==> src/rtl/fpu_dispatch_queue.sv <==
// In-order request FIFO feeding NUM_UNITS FPU units; doorbell->unit_start 2 cycles, result held until result_ack.
// Backpressure: fpu_doorbell_r drops when the FIFO is full; doorbells while full are dropped and flagged sticky.
module fpu_dispatch_queue #(
  parameter int WIDTH     = 32,
  parameter int NUM_UNITS = 12,
  parameter int DEPTH     = 4,
  parameter int TIMEOUT   = 255
) (
  input  logic                       clk,
  input  logic                       reset,
  input  logic                       fpu_rst_w,
  input  logic                       fpu_doorbell_w,
  input  logic [$clog2(NUM_UNITS)-1:0] unit_sel,
  input  logic [WIDTH-1:0]           fpu_operand_a,
  input  logic [WIDTH-1:0]           fpu_operand_b,
  input  logic [WIDTH-1:0]           fpu_operand_c,
  output logic                       fpu_doorbell_r,
  output logic [NUM_UNITS-1:0]       unit_start,
  output logic [WIDTH-1:0]           unit_operand_a,
  output logic [WIDTH-1:0]           unit_operand_b,
  output logic [WIDTH-1:0]           unit_operand_c,
  input  logic [NUM_UNITS-1:0]       unit_done,
  input  logic [NUM_UNITS*WIDTH-1:0] unit_result,
  input  logic [NUM_UNITS*4-1:0]     unit_flags,
  input  logic                       result_ack,
  input  logic                       fpu_int_en,
  output logic [WIDTH-1:0]           fpu_output,
  output logic [3:0]                 fpu_flags,
  output logic                       fpu_ready,
  output logic                       fpu_interrupt_w,
  output logic                       overflow_err,
  output logic                       busy
);
  localparam int UNIT_W = $clog2(NUM_UNITS);
  localparam int PTR_W  = $clog2(DEPTH);
  localparam int CNT_W  = $clog2(TIMEOUT + 1);
  localparam int PAD_N  = 1 << UNIT_W;

  typedef enum logic [1:0] {IDLE, ISSUE, WAIT, HOLD} state_t;

  state_t             state;
  logic [UNIT_W-1:0]  fifo_sel [DEPTH];
  logic [WIDTH-1:0]   fifo_a   [DEPTH];
  logic [WIDTH-1:0]   fifo_b   [DEPTH];
  logic [WIDTH-1:0]   fifo_c   [DEPTH];
  logic [PTR_W-1:0]   wr_ptr, rd_ptr;
  logic [PTR_W:0]     count;
  logic [UNIT_W-1:0]  issue_sel;
  logic [CNT_W-1:0]   wait_cnt;
  logic               hold_first;
  logic               full, push, pop, sel_done;
  logic [NUM_UNITS-1:0] start_vec;

  // Zero-padded views so an out-of-range select reads as "no done".
  logic [PAD_N-1:0]       done_pad;
  logic [PAD_N*WIDTH-1:0] result_pad;
  logic [PAD_N*4-1:0]     flags_pad;

  assign done_pad   = PAD_N'(unit_done);
  assign result_pad = (PAD_N*WIDTH)'(unit_result);
  assign flags_pad  = (PAD_N*4)'(unit_flags);

  assign full           = (count == (PTR_W+1)'(DEPTH));
  assign push           = fpu_doorbell_w && !full;
  assign pop            = (state == IDLE) && (count != '0);
  assign fpu_doorbell_r = !full;
  assign busy           = (state != IDLE) || (count != '0);
  assign fpu_ready      = (state == HOLD);
  assign fpu_interrupt_w = hold_first && fpu_int_en;
  assign sel_done       = done_pad[issue_sel];
  // Shifting past the top bit yields zero, so invalid selects never start a unit.
  assign start_vec      = NUM_UNITS'(1) << fifo_sel[rd_ptr];

  always_ff @(posedge clk) begin
    if (push) begin
      fifo_sel[wr_ptr] <= unit_sel;
      fifo_a[wr_ptr]   <= fpu_operand_a;
      fifo_b[wr_ptr]   <= fpu_operand_b;
      fifo_c[wr_ptr]   <= fpu_operand_c;
    end
  end

  always_ff @(posedge clk) begin
    if (reset || fpu_rst_w) begin
      state          <= IDLE;
      wr_ptr         <= '0;
      rd_ptr         <= '0;
      count          <= '0;
      issue_sel      <= '0;
      unit_operand_a <= '0;
      unit_operand_b <= '0;
      unit_operand_c <= '0;
      unit_start     <= '0;
      wait_cnt       <= '0;
      fpu_output     <= '0;
      fpu_flags      <= '0;
      hold_first     <= 1'b0;
      overflow_err   <= 1'b0;
    end else begin
      unit_start <= '0;
      hold_first <= 1'b0;
      if (fpu_doorbell_w && full) overflow_err <= 1'b1;
      if (push) wr_ptr <= wr_ptr + 1'b1;
      if (pop)  rd_ptr <= rd_ptr + 1'b1;
      if (push && !pop)      count <= count + 1'b1;
      else if (pop && !push) count <= count - 1'b1;

      case (state)
        IDLE: if (pop) begin
          issue_sel      <= fifo_sel[rd_ptr];
          unit_operand_a <= fifo_a[rd_ptr];
          unit_operand_b <= fifo_b[rd_ptr];
          unit_operand_c <= fifo_c[rd_ptr];
          unit_start     <= start_vec;
          state          <= ISSUE;
        end
        ISSUE: begin
          wait_cnt <= '0;
          if (unit_start != '0) begin
            state <= WAIT;
          end else begin
            fpu_output <= '0;
            fpu_flags  <= 4'b1000;
            hold_first <= 1'b1;
            state      <= HOLD;
          end
        end
        WAIT: begin
          if (sel_done) begin
            fpu_output <= result_pad[issue_sel*WIDTH +: WIDTH];
            fpu_flags  <= flags_pad[issue_sel*4 +: 4];
            hold_first <= 1'b1;
            state      <= HOLD;
          end else if (wait_cnt == CNT_W'(TIMEOUT - 1)) begin
            fpu_output <= '0;
            fpu_flags  <= 4'b1000;
            hold_first <= 1'b1;
            state      <= HOLD;
          end else begin
            wait_cnt <= wait_cnt + 1'b1;
          end
        end
        HOLD: if (result_ack) state <= IDLE;
        default: state <= IDLE;
      endcase
    end
  end
endmodule

==> config.mk <==
export PLATFORM = sky130hd
export DESIGN_NAME = fpu_dispatch_queue
export DESIGN_NICKNAME = d
export VERILOG_FILES = /design/src/rtl/fpu_dispatch_queue.sv
export SDC_FILE = /design/constraint.sdc
export NUM_CORES = 1
export LEC_CHECK = 0
export CAP_MARGIN = 20
export CORE_AREA = 8 8 265 267
export DETAILED_ROUTE_END_ITERATION = 6
export DIE_AREA = 0 0 273 275
export PLACE_DENSITY = 0.75
export RECOVER_POWER = 25
export SYNTH_ARGS = -nofsm -noshare
export SYNTH_HDL_FRONTEND = slang
export SYNTH_SLANG_ARGS = --single-unit
==> constraint.sdc <==
create_clock -name clk -period 9.5 [get_ports clk]
set_input_delay 0.95 -clock clk [delete_from_list [all_inputs] [get_ports clk]]
set_output_delay 0.95 -clock clk [all_outputs]
set_load 0.1 [all_outputs]
==> run summary, run 1 <==
max-capacitance violation count = 0
Crit Path Class = primary input to output pin
Netlist cell types = 46
CP Launch Type = primary input
Slowest cell on crit path = clkdlybuf4s50_1
Routed wire per std cell = 30.1 um
drc violations = 0
IO Count = 699
HPWL after detailed placement = 71.5 mm
router iterations before antenna repair = 7
Cell Area, Synth = 0.0238 mm2
Slew Limit Headroom = 22.2%
sequential area share after synthesis = 64.8%
Synth Net Count = 2042
commonest non-fill, non-tap cell in the layout = clkdlybuf4s50_1
Static Leak = 10.7 nW
Post-CTS Hold Fix Bufs = 0
Slew Viols, Final = 0
Post-CTS Setup Bufs = 0
CP most frequent cell = clkdlybuf4s50_1
first-pass GRT wire length = 130 mm
CP Max Fanout = 1
Post-Syn Instances = 1480
crit share post-route = 39.2%
initial core utilization = 35.8%
Clock Skew = 0.0596 ns
Synth Register Bits = 569
fraction of layout cells with a size suffix above 1 = 15.7%
CTS sink cnt = 569
main area contributors after synthesis = edfxtp_1 (51%), mux4_2 (20%), dfxtp_1 (14%)
GRT Util Overall = 23.9%
post-route ant nets = 0
row count = 95
total die area = 0.0751 mm2
placed cells = 2966
multi-input logic area = 0.00794 mm2
worst hold slack = 0.455 ns
via density per instance = 5.36
total number of yosys warnings = 0
routed vias = 16700
Peak VDD IR = 0.207 mV
r2r setup slk = 6.10 ns
Place WS = 5.50 ns
post-route cell area = 0.0338 mm2
GP Congestion = 1.00
Routed WL = 93.7 mm
initial antenna violation count = 72
commonest non-fill, non-tap cells in the layout = clkdlybuf4s50_1 (621), edfxtp_1 (400), nand2_1 (250)
die width = 273 um
Critical R2R Capture = fpu_output[24]
Final WS setup = 5.78 ns
Primary FF master, synth = edfxtp_1
IO buf count = 698
unrepaired setup endpoints after global routing = false
clk buf depth = 3
CTS tree = built
leading area contributor after synthesis = edfxtp_1
Post-CTS Resized = 0
DRT iter0 DRCs = 1366
number of global-route vias before repair = 17400
Final TNS setup = 0 ns
Core Region = 0.0663 mm2
Async S/R FF share, synth = 0%
Critical R2R Launch = issue_sel[0]
status = finished clean
final setup vio count = 0
Worst R2R Path Depth = 6
number of synthesized flops with an enable pin = 400
fin nets = 2715
worst slew pin tran = 1.16 ns
CTS buffer count = 58
Area after DPL = 0.0317 mm2
top cell type's share of synthesized area = 50.5%
max frequency = 269 MHz
number of cells in the finished layout apart from fillers = 3113
syn_area_per_cell = 16.1 um2
number of fill cells in the layout = 5389
Reg clk slew, reported paths = 0.06 ns
global route total overflow = 0
HP Class = register to register
crit path time final = 3.72 ns
Cell Chain, Critical Path = clkdlybuf4s50_1 -> and2_1 -> clkdlybuf4s50_1
Worst-Skew Late Latency = 0.65 ns
CTS root buf = clkbuf_16
worst path arrival time = 2.77 ns
P&R area growth vs syn = 42.2%
Final Core Density = 51.0%
Total Power = 8.54 mW
Worst Setup EP = fpu_interrupt_w
H-Tree Depth = 2
Die Height = 275 um
register cell area after layout = 0.0154 mm2
final hold vios = 0
PwrDens = 253 mW/mm2
Max stage delay on crit path = 1.17 ns
CP Capture Type = output pin
CP startpoint = fpu_int_en
Req. time, crit path = 8.55 ns
largest net degree at the start of global routing = 94
## report_power, final
part	switching, mW	internal, mW
registers	0.183	2.92
clock network	1.00	1.40
logic	1.95	1.08
## final cells by class
type                            count  share of cell area [%]
Sequential cell                   569                    45.6
Multi-Input combinational cell    795                    23.5
Timing Repair Buffer              718                    21.2
Clock buffer                       74                    4.63
Tap cell                          873                    3.23
Clock inverter                     36                    1.42
Antenna cell                       37                   0.274
Inverter                           11                   0.130
## worst min-delay path by stage
stage,to,from,cells past startpoint
5_1_grt,unit_operand_b[30],unit_operand_b[30],2
2_1_floorplan,wait_cnt[7],wait_cnt[7],2
3_5_place_dp,unit_operand_c[30],unit_operand_c[30],2
4_1_cts,unit_operand_b[26],unit_operand_b[26],2
3_3_place_gp,issue_sel[3],issue_sel[3],2
6_report,unit_operand_b[15],unit_operand_b[15],2
## sequential cells by signal (all words and copies together), names as in the netlist, named ones only
name	cells
unit_operand_c	32
fifo_b	128
wr_ptr	2
fifo_c	128
fpu_output	32
count	3
hold_first	1
rd_ptr	2
unit_operand_a	32
unit_operand_b	32
fifo_a	128
issue_sel	4
unit_start	12
fifo_sel	16
fpu_flags	4
state	2
overflow_err	1
wait_cnt	8
## cell families (layout without fill, tap and decap cells)
kind of cell	count (synthesis)	after routing	synth area share, %
AO/OA/AOI/OAI	201	201	5.04
XOR/XNOR	5	5	0.184
adder cells (fa/ha/maj)	12	12	0.663
buffers and inverters	116	839	2.03
flip-flops	569	569	64.8
multiplexers	250	250	21.6
other	0	37	0
AND/OR/NAND/NOR	327	327	5.71
## critical path: cells and delay by family
family	cells	cell delay (ns)
buffers and inverters	2	1.61
and+or+nand+nor	1	0.20
## synth_stat cells (11+ instances only)
cell type,count
edfxtp_1,400
nand2_1,250
mux4_2,210
dfxtp_1,169
a21oi_1,108
clkbuf_1,66
o21ai_0,41
mux2i_1,40
a22o_1,35
nor2_1,29
buf_2,20
buf_1,14
ha_1,11
inv_1,11
## metal layers
| metal | routed length [um] | share of wire (%) | global-route usage [%] |
|---|---|---|---|
| met3 | 10200 | 11 | 9.52 |
| met2 | 46100 | 49 | 39.7 |
| met5 | 249 | 0.27 | 0 |
| met4 | 2670 | 2.8 | 8.00 |
| met1 | 34500 | 37 | 28.4 |
Power figures use the tool's default switching activity.
==> run 2: changes to the inputs <==
==> constraint.sdc (replaced) <==
create_clock -name clk -period 3.8 [get_ports clk]
set_input_delay 0.38 -clock clk [delete_from_list [all_inputs] [get_ports clk]]
set_output_delay 0.38 -clock clk [all_outputs]
set_load 0.1 [all_outputs]
==> run summary, run 2 (synthesis gave the netlist of run 1 again) <==
status = finished clean (unchanged)
Critical R2R Launch = issue_sel[0] (unchanged)
Post-CTS Setup Bufs = 0 (unchanged)
Routed wire per std cell = 30.4 um (was 30.1 um)
CP Capture Type = register (was output pin)
CTS sink cnt = 569 (unchanged)
total die area = 0.0751 mm2 (unchanged)
HP Start = fpu_operand_c[2] (was unit_operand_b[15])
largest net degree at the start of global routing = 105 (was 94)
Core Region = 0.0663 mm2 (unchanged)
via density per instance = 5.40 (was 5.36)
CP startpoint = issue_sel[0] (was fpu_int_en)
Routed WL = 94.7 mm (was 93.7 mm)
CTS root buf = clkbuf_16 (unchanged)
commonest non-fill, non-tap cells in the layout = clkdlybuf4s50_1 (619), edfxtp_1 (400), nand2_1 (250) (was clkdlybuf4s50_1 (621), edfxtp_1 (400), nand2_1 (250))
IO buf count = 698 (unchanged)
IO Count = 699 (unchanged)
P&R area growth vs syn = 43.3% (was 42.2%)
Slew Viols, Final = 0 (unchanged)
post-route cell area = 0.0341 mm2 (was 0.0338 mm2)
register cell area after layout = 0.0154 mm2 (unchanged)
initial antenna violation count = 54 (was 72)
Top Registers = fifo_a: 128 flops, fifo_b: 128 flops, fifo_c: 128 flops (unchanged)
crit path time final = 2.95 ns
fraction of layout cells with a size suffix above 1 = 16.4% (was 15.7%)
GRT Util Overall = 24.2% (was 23.9%)
worst slew pin tran = 1.11 ns (was 1.16 ns)
Post-CTS Hold Fix Bufs = 0 (unchanged)
multi-input logic area = 0.00794 mm2 (unchanged)
Clock Skew = 0.0320 ns (was 0.0596 ns)
die width = 273 um (unchanged)
Peak VDD IR = 0.761 mV (was 0.207 mV)
row count = 95 (unchanged)
Final WS setup = 0.855 ns (was 5.78 ns)
global route total overflow = 0 (unchanged)
Req. time, crit path = 4.33 ns (was 8.55 ns)
Reg clk slew, reported paths = 0.06 ns (about the same)
initial core utilization = 35.8% (unchanged)
drc violations = 0 (unchanged)
Worst-Skew Late Latency = 0.62 ns (was 0.65 ns)
Static Leak = 10.9 nW (was 10.7 nW)
fin nets = 2731 (was 2715)
Place WS = 0.689 ns (was 5.50 ns)
Post-CTS Resized = 0 (unchanged)
CTS tree = built (unchanged)
DRT iter0 DRCs = 1486 (was 1366)
unrepaired setup endpoints after global routing = false (unchanged)
GP Congestion = 0.961 (was 1.00)
router iterations before antenna repair = 6 (was 7)
clk buf depth = 3 (unchanged)
CP Launch Type = register (was primary input)
worst path arrival time = 3.48 ns (was 2.77 ns)
number of global-route vias before repair = 17400 (about the same)
Die Height = 275 um (unchanged)
routed vias = 16800 (was 16700)
CP Max Fanout = 35 (was 1)
final hold vios = 0 (unchanged)
Area after DPL = 0.0319 mm2 (was 0.0317 mm2)
Slew Limit Headroom = 25.9% (was 22.2%)
first-pass GRT wire length = 131 mm (was 130 mm)
HP Class = primary input to register (was register to register)
H-Tree Depth = 2 (unchanged)
number of fill cells in the layout = 5373 (was 5389)
max-capacitance violation count = 0 (unchanged)
final setup vio count = 0 (unchanged)
post-route ant nets = 0 (unchanged)
Final TNS setup = 0 ns (unchanged)
commonest non-fill, non-tap cell in the layout = clkdlybuf4s50_1 (unchanged)
PwrDens = 636 mW/mm2 (was 253 mW/mm2)
max frequency = 340 MHz
Crit Path Class = register to register (was primary input to output pin)
CTS buffer count = 59 (was 58)
crit share post-route = 77.5%
HPWL after detailed placement = 72.2 mm (was 71.5 mm)
-- run 2: final timing paths --
| check | end | slack (ns) | cells after the start |
|---|---|---|---|
| setup / recovery | fpu_output[24] | 0.85 | 7 |
| hold / removal | fifo_c[2][2] | 0.42 | 1 |
| setup reg to reg | fpu_output[24] | 0.85 | 7 |
| hold reg to reg | unit_operand_c[12] | 0.46 | 2 |
-- run 2: per-layer routing --
| metal | track usage, % | share of wire, % | up-vias | wire, um |
|---|---|---|---|---|
| met4 | 5.92 | 2.3 | 38 | 2180 |
| met5 | 0 | 0.25 | - | 234 |
| met2 | 41.2 | 50 | 807 | 47200 |
| met3 | 9.75 | 11 | 169 | 10300 |
| li1 | - | - | 7220 | - |
| met1 | 28.4 | 37 | 8586 | 34800 |
-- run 2: cell type report --
class,count,area share (%)
timing repair buffer,733,21.8
clock inverter,37,1.60
antenna,23,0.169
sequential,569,45.3
multi-input combinational,795,23.3
inverter,11,0.129
tap,873,3.21
clock buffer,74,4.56
-- run 2: stage by stage --
step                      hold WS [ns]  utilization, %  cells  total power, mW
after floorplan                  0.469               -   1480             13.0
after global placement           0.443            48.1   2980             15.6
after detailed placement         0.449            48.1   2981             15.7
after CTS                        0.352            51.3   3092             21.9
after global routing             0.422            51.3   3100             22.5
final                            0.419            51.3   3115             21.7
-- run 2: worst max-delay path, stage by stage, from the launching register on --
cell      delay [ns]
dfxtp_4         0.59
mux4_2          0.57
nand2b_4        0.17
a22oi_4         0.41
nand3_1         0.25
a21oi_4         0.19
buf_4           0.44
a22o_1          0.23
-- run 2: report_power, final --
part | total [mW] | switching [mW] | internal (mW)
clock | 6.17 | 2.44 | 3.73
combinational | 7.80 | 5.02 | 2.78
sequential | 7.69 | 0.394 | 7.29
total | 21.7 | 7.86 | 13.8
==> run 3: changes to the inputs <==
--- a/config.mk
+++ b/config.mk
@@ -6,10 +6,10 @@
 export NUM_CORES = 1
 export LEC_CHECK = 0
 export CAP_MARGIN = 20
-export CORE_AREA = 8 8 265 267
+export CORE_AREA = 8 8 266 268
 export DETAILED_ROUTE_END_ITERATION = 6
-export DIE_AREA = 0 0 273 275
-export PLACE_DENSITY = 0.75
+export DIE_AREA = 0 0 274 276
+export PLACE_DENSITY = 0.77
 export RECOVER_POWER = 25
 export SYNTH_ARGS = -nofsm -noshare
 export SYNTH_HDL_FRONTEND = slang
==> constraint.sdc (replaced) <==
create_clock -name clk -period 2.6 [get_ports clk]
set_input_delay 0.26 -clock clk [delete_from_list [all_inputs] [get_ports clk]]
set_output_delay 0.26 -clock clk [all_outputs]
set_load 0.1 [all_outputs]
==> run summary, run 3 (synthesis gave the netlist of run 1 again) <==
drc violations = 0 (unchanged)
global route total overflow = 0 (unchanged)
crit share post-route = 93.6% (was 77.5%)
CTS sink cnt = 569 (unchanged)
number of global-route vias before repair = 17400 (about the same)
worst path arrival time = 2.94 ns (was 3.48 ns)
post-route ant nets = 0 (unchanged)
Slew Limit Headroom = 53.1% (was 25.9%)
via density per instance = 5.30 (was 5.40)
max frequency = 411 MHz (was 340 MHz)
initial core utilization = 35.7% (was 35.8%)
final hold vios = 0 (unchanged)
worst slew pin tran = 0.698 ns (was 1.11 ns)
Slew Viols, Final = 0 (unchanged)
CP Capture Type = register (unchanged)
Reg clk slew, reported paths = 0.06 ns (about the same)
Req. time, crit path = 3.11 ns (was 4.33 ns)
Place WS = -0.0333 ns (was 0.689 ns)
DRT iter0 DRCs = 1222 (was 1486)
P&R area growth vs syn = 42.8% (was 43.3%)
routed vias = 16600 (was 16800)
worst hold slack = 0.309 ns (was 0.419 ns)
CP Max Fanout = 5 (was 35)
router iterations before antenna repair = 5 (was 6)
Routed wire per std cell = 29.7 um (was 30.4 um)
CTS root buf = clkbuf_16 (unchanged)
crit path time final = 2.43 ns (was 2.95 ns)
fin nets = 2752 (was 2731)
CTS buffer count = 58 (was 59)
Die Height = 276 um (was 275 um)
CTS tree = built (unchanged)
first-pass GRT wire length = 130 mm (was 131 mm)
Routed WL = 93.4 mm (was 94.7 mm)
status = finished clean (unchanged)
GP Congestion = 0.964 (was 0.961)
Core Region = 0.0666 mm2 (was 0.0663 mm2)
Static Leak = 11.3 nW (was 10.9 nW)
Post-CTS Resized = 0 (unchanged)
HPWL after detailed placement = 72.1 mm (was 72.2 mm)
commonest non-fill, non-tap cells in the layout = clkdlybuf4s50_1 (477), edfxtp_1 (400), nand2_1 (249) (was clkdlybuf4s50_1 (619), edfxtp_1 (400), nand2_1 (250))
Final WS setup = 0.166 ns (was 0.855 ns)
max-capacitance violation count = 0 (unchanged)
largest net degree at the start of global routing = 105 (unchanged)
number of cells in the finished layout apart from fillers = 3141 (was 3115)
fraction of layout cells with a size suffix above 1 = 24.0% (was 16.4%)
die width = 274 um (was 273 um)
Peak VDD IR = 0.933 mV (was 0.761 mV)
PwrDens = 926 mW/mm2 (was 636 mW/mm2)
Clock Skew = 0.0141 ns (was 0.0320 ns)
row count = 95 (unchanged)
Top Registers = fifo_a: 128 flops, fifo_b: 128 flops, fifo_c: 128 flops (unchanged)
initial antenna violation count = 57 (was 54)
unrepaired setup endpoints after global routing = false (unchanged)
IO Count = 699 (unchanged)
placed cells = 3003 (was 2981)
HP Class = primary input to register (unchanged)
number of fill cells in the layout = 5444 (was 5373)
Post-CTS Hold Fix Bufs = 0 (unchanged)
CP Launch Type = register (unchanged)
final setup vio count = 0 (unchanged)
clk buf depth = 3 (unchanged)
H-Tree Depth = 2 (unchanged)
Crit Path Class = register to register (unchanged)
Post-CTS Setup Bufs = 0 (unchanged)
Worst-Skew Late Latency = 0.61 ns (was 0.62 ns)
GRT Util Overall = 23.8% (was 24.2%)
IO buf count = 698 (unchanged)
total die area = 0.0756 mm2 (was 0.0751 mm2)
commonest non-fill, non-tap cell in the layout = clkdlybuf4s50_1 (unchanged)
-- run 3: cell count changes in the layout (fill, tap and decap cells not counted), moves of 2 or more --
cell,before,now
clkdlybuf4s50_1,619,477
bufinv_16,12,6
clkbuf_8,2,11
buf_12,14,23
clkinv_8,2,0
clkinv_1,5,1
diode_2,23,29
inv_6,1,4
buf_4,27,183
clkbuf_1,13,9
clkinvlp_4,3,5
-- run 3: power breakdown --
| group | internal [mW] | leakage, nW | switching [mW] | total [mW] |
|---|---|---|---|---|
| Combinational | 4.16 | 5.24 | 7.40 | 11.6 |
| Sequential | 10.7 | 5.04 | 0.523 | 11.2 |
| Clock | 5.16 | 0.995 | 3.54 | 8.70 |
-- run 3: final cells by class --
class                   instances  area (um2)  area share, %
flip-flops and latches        569       15400           45.4
multi-input cells             795        7950           23.4
repair buffers                755        7330           21.6
clock buffers                  80        1690           4.97
well taps                     873        1090           3.22
clock inverters                29         353           1.04
diodes                         29        72.6          0.214
inverters                      11        43.8          0.129
-- run 3: path summary, 6_finish.rpt --
path / startpoint / endpoint / slack, ns / depth (start not counted)
worst min register to register: unit_operand_a[6] / unit_operand_a[6] / 0.45 / 2
worst max register to register: state[0] / count[2] / 0.17 / 10
worst max-delay path: state[0] / count[2] / 0.17 / 10
worst min-delay path: fpu_operand_a[2] / fifo_a[2][2] / 0.31 / 1
-- run 3: metrics by stage --
step                      TNS (ns)  power, mW  cell area [um2]  utilization, %
after floorplan             -45.32       19.1            23800               -
after global placement       -7.26       22.8            31800            47.8
after detailed placement   -0.0812       23.0            31800            47.8
after CTS                        0       31.8            33900            50.9
after global routing             0       32.6            33900            50.9
final                            0       31.4            33900            51.0
-- run 3: critical path, stage by stage (launching register included) --
cell and delay (ns):
dfxtp_1 0.40, inv_1 0.09, ha_1 0.30, nor2b_4 0.18, inv_4 0.05, ha_1 0.17
inv_1 0.06, fa_1 0.38, xor2_1 0.18, or3_1 0.32, a21oi_1 0.21
-- run 3: per-layer routing --
layer  track usage [%]  vias to the layer above  share of wire [%]
met5                 0                        -               0.23
met4              5.95                       36                2.3
met3              10.5                      133                 12
met2              39.9                      745                 49
met1              27.7                     8461                 36
li1                  -                     7271                  -
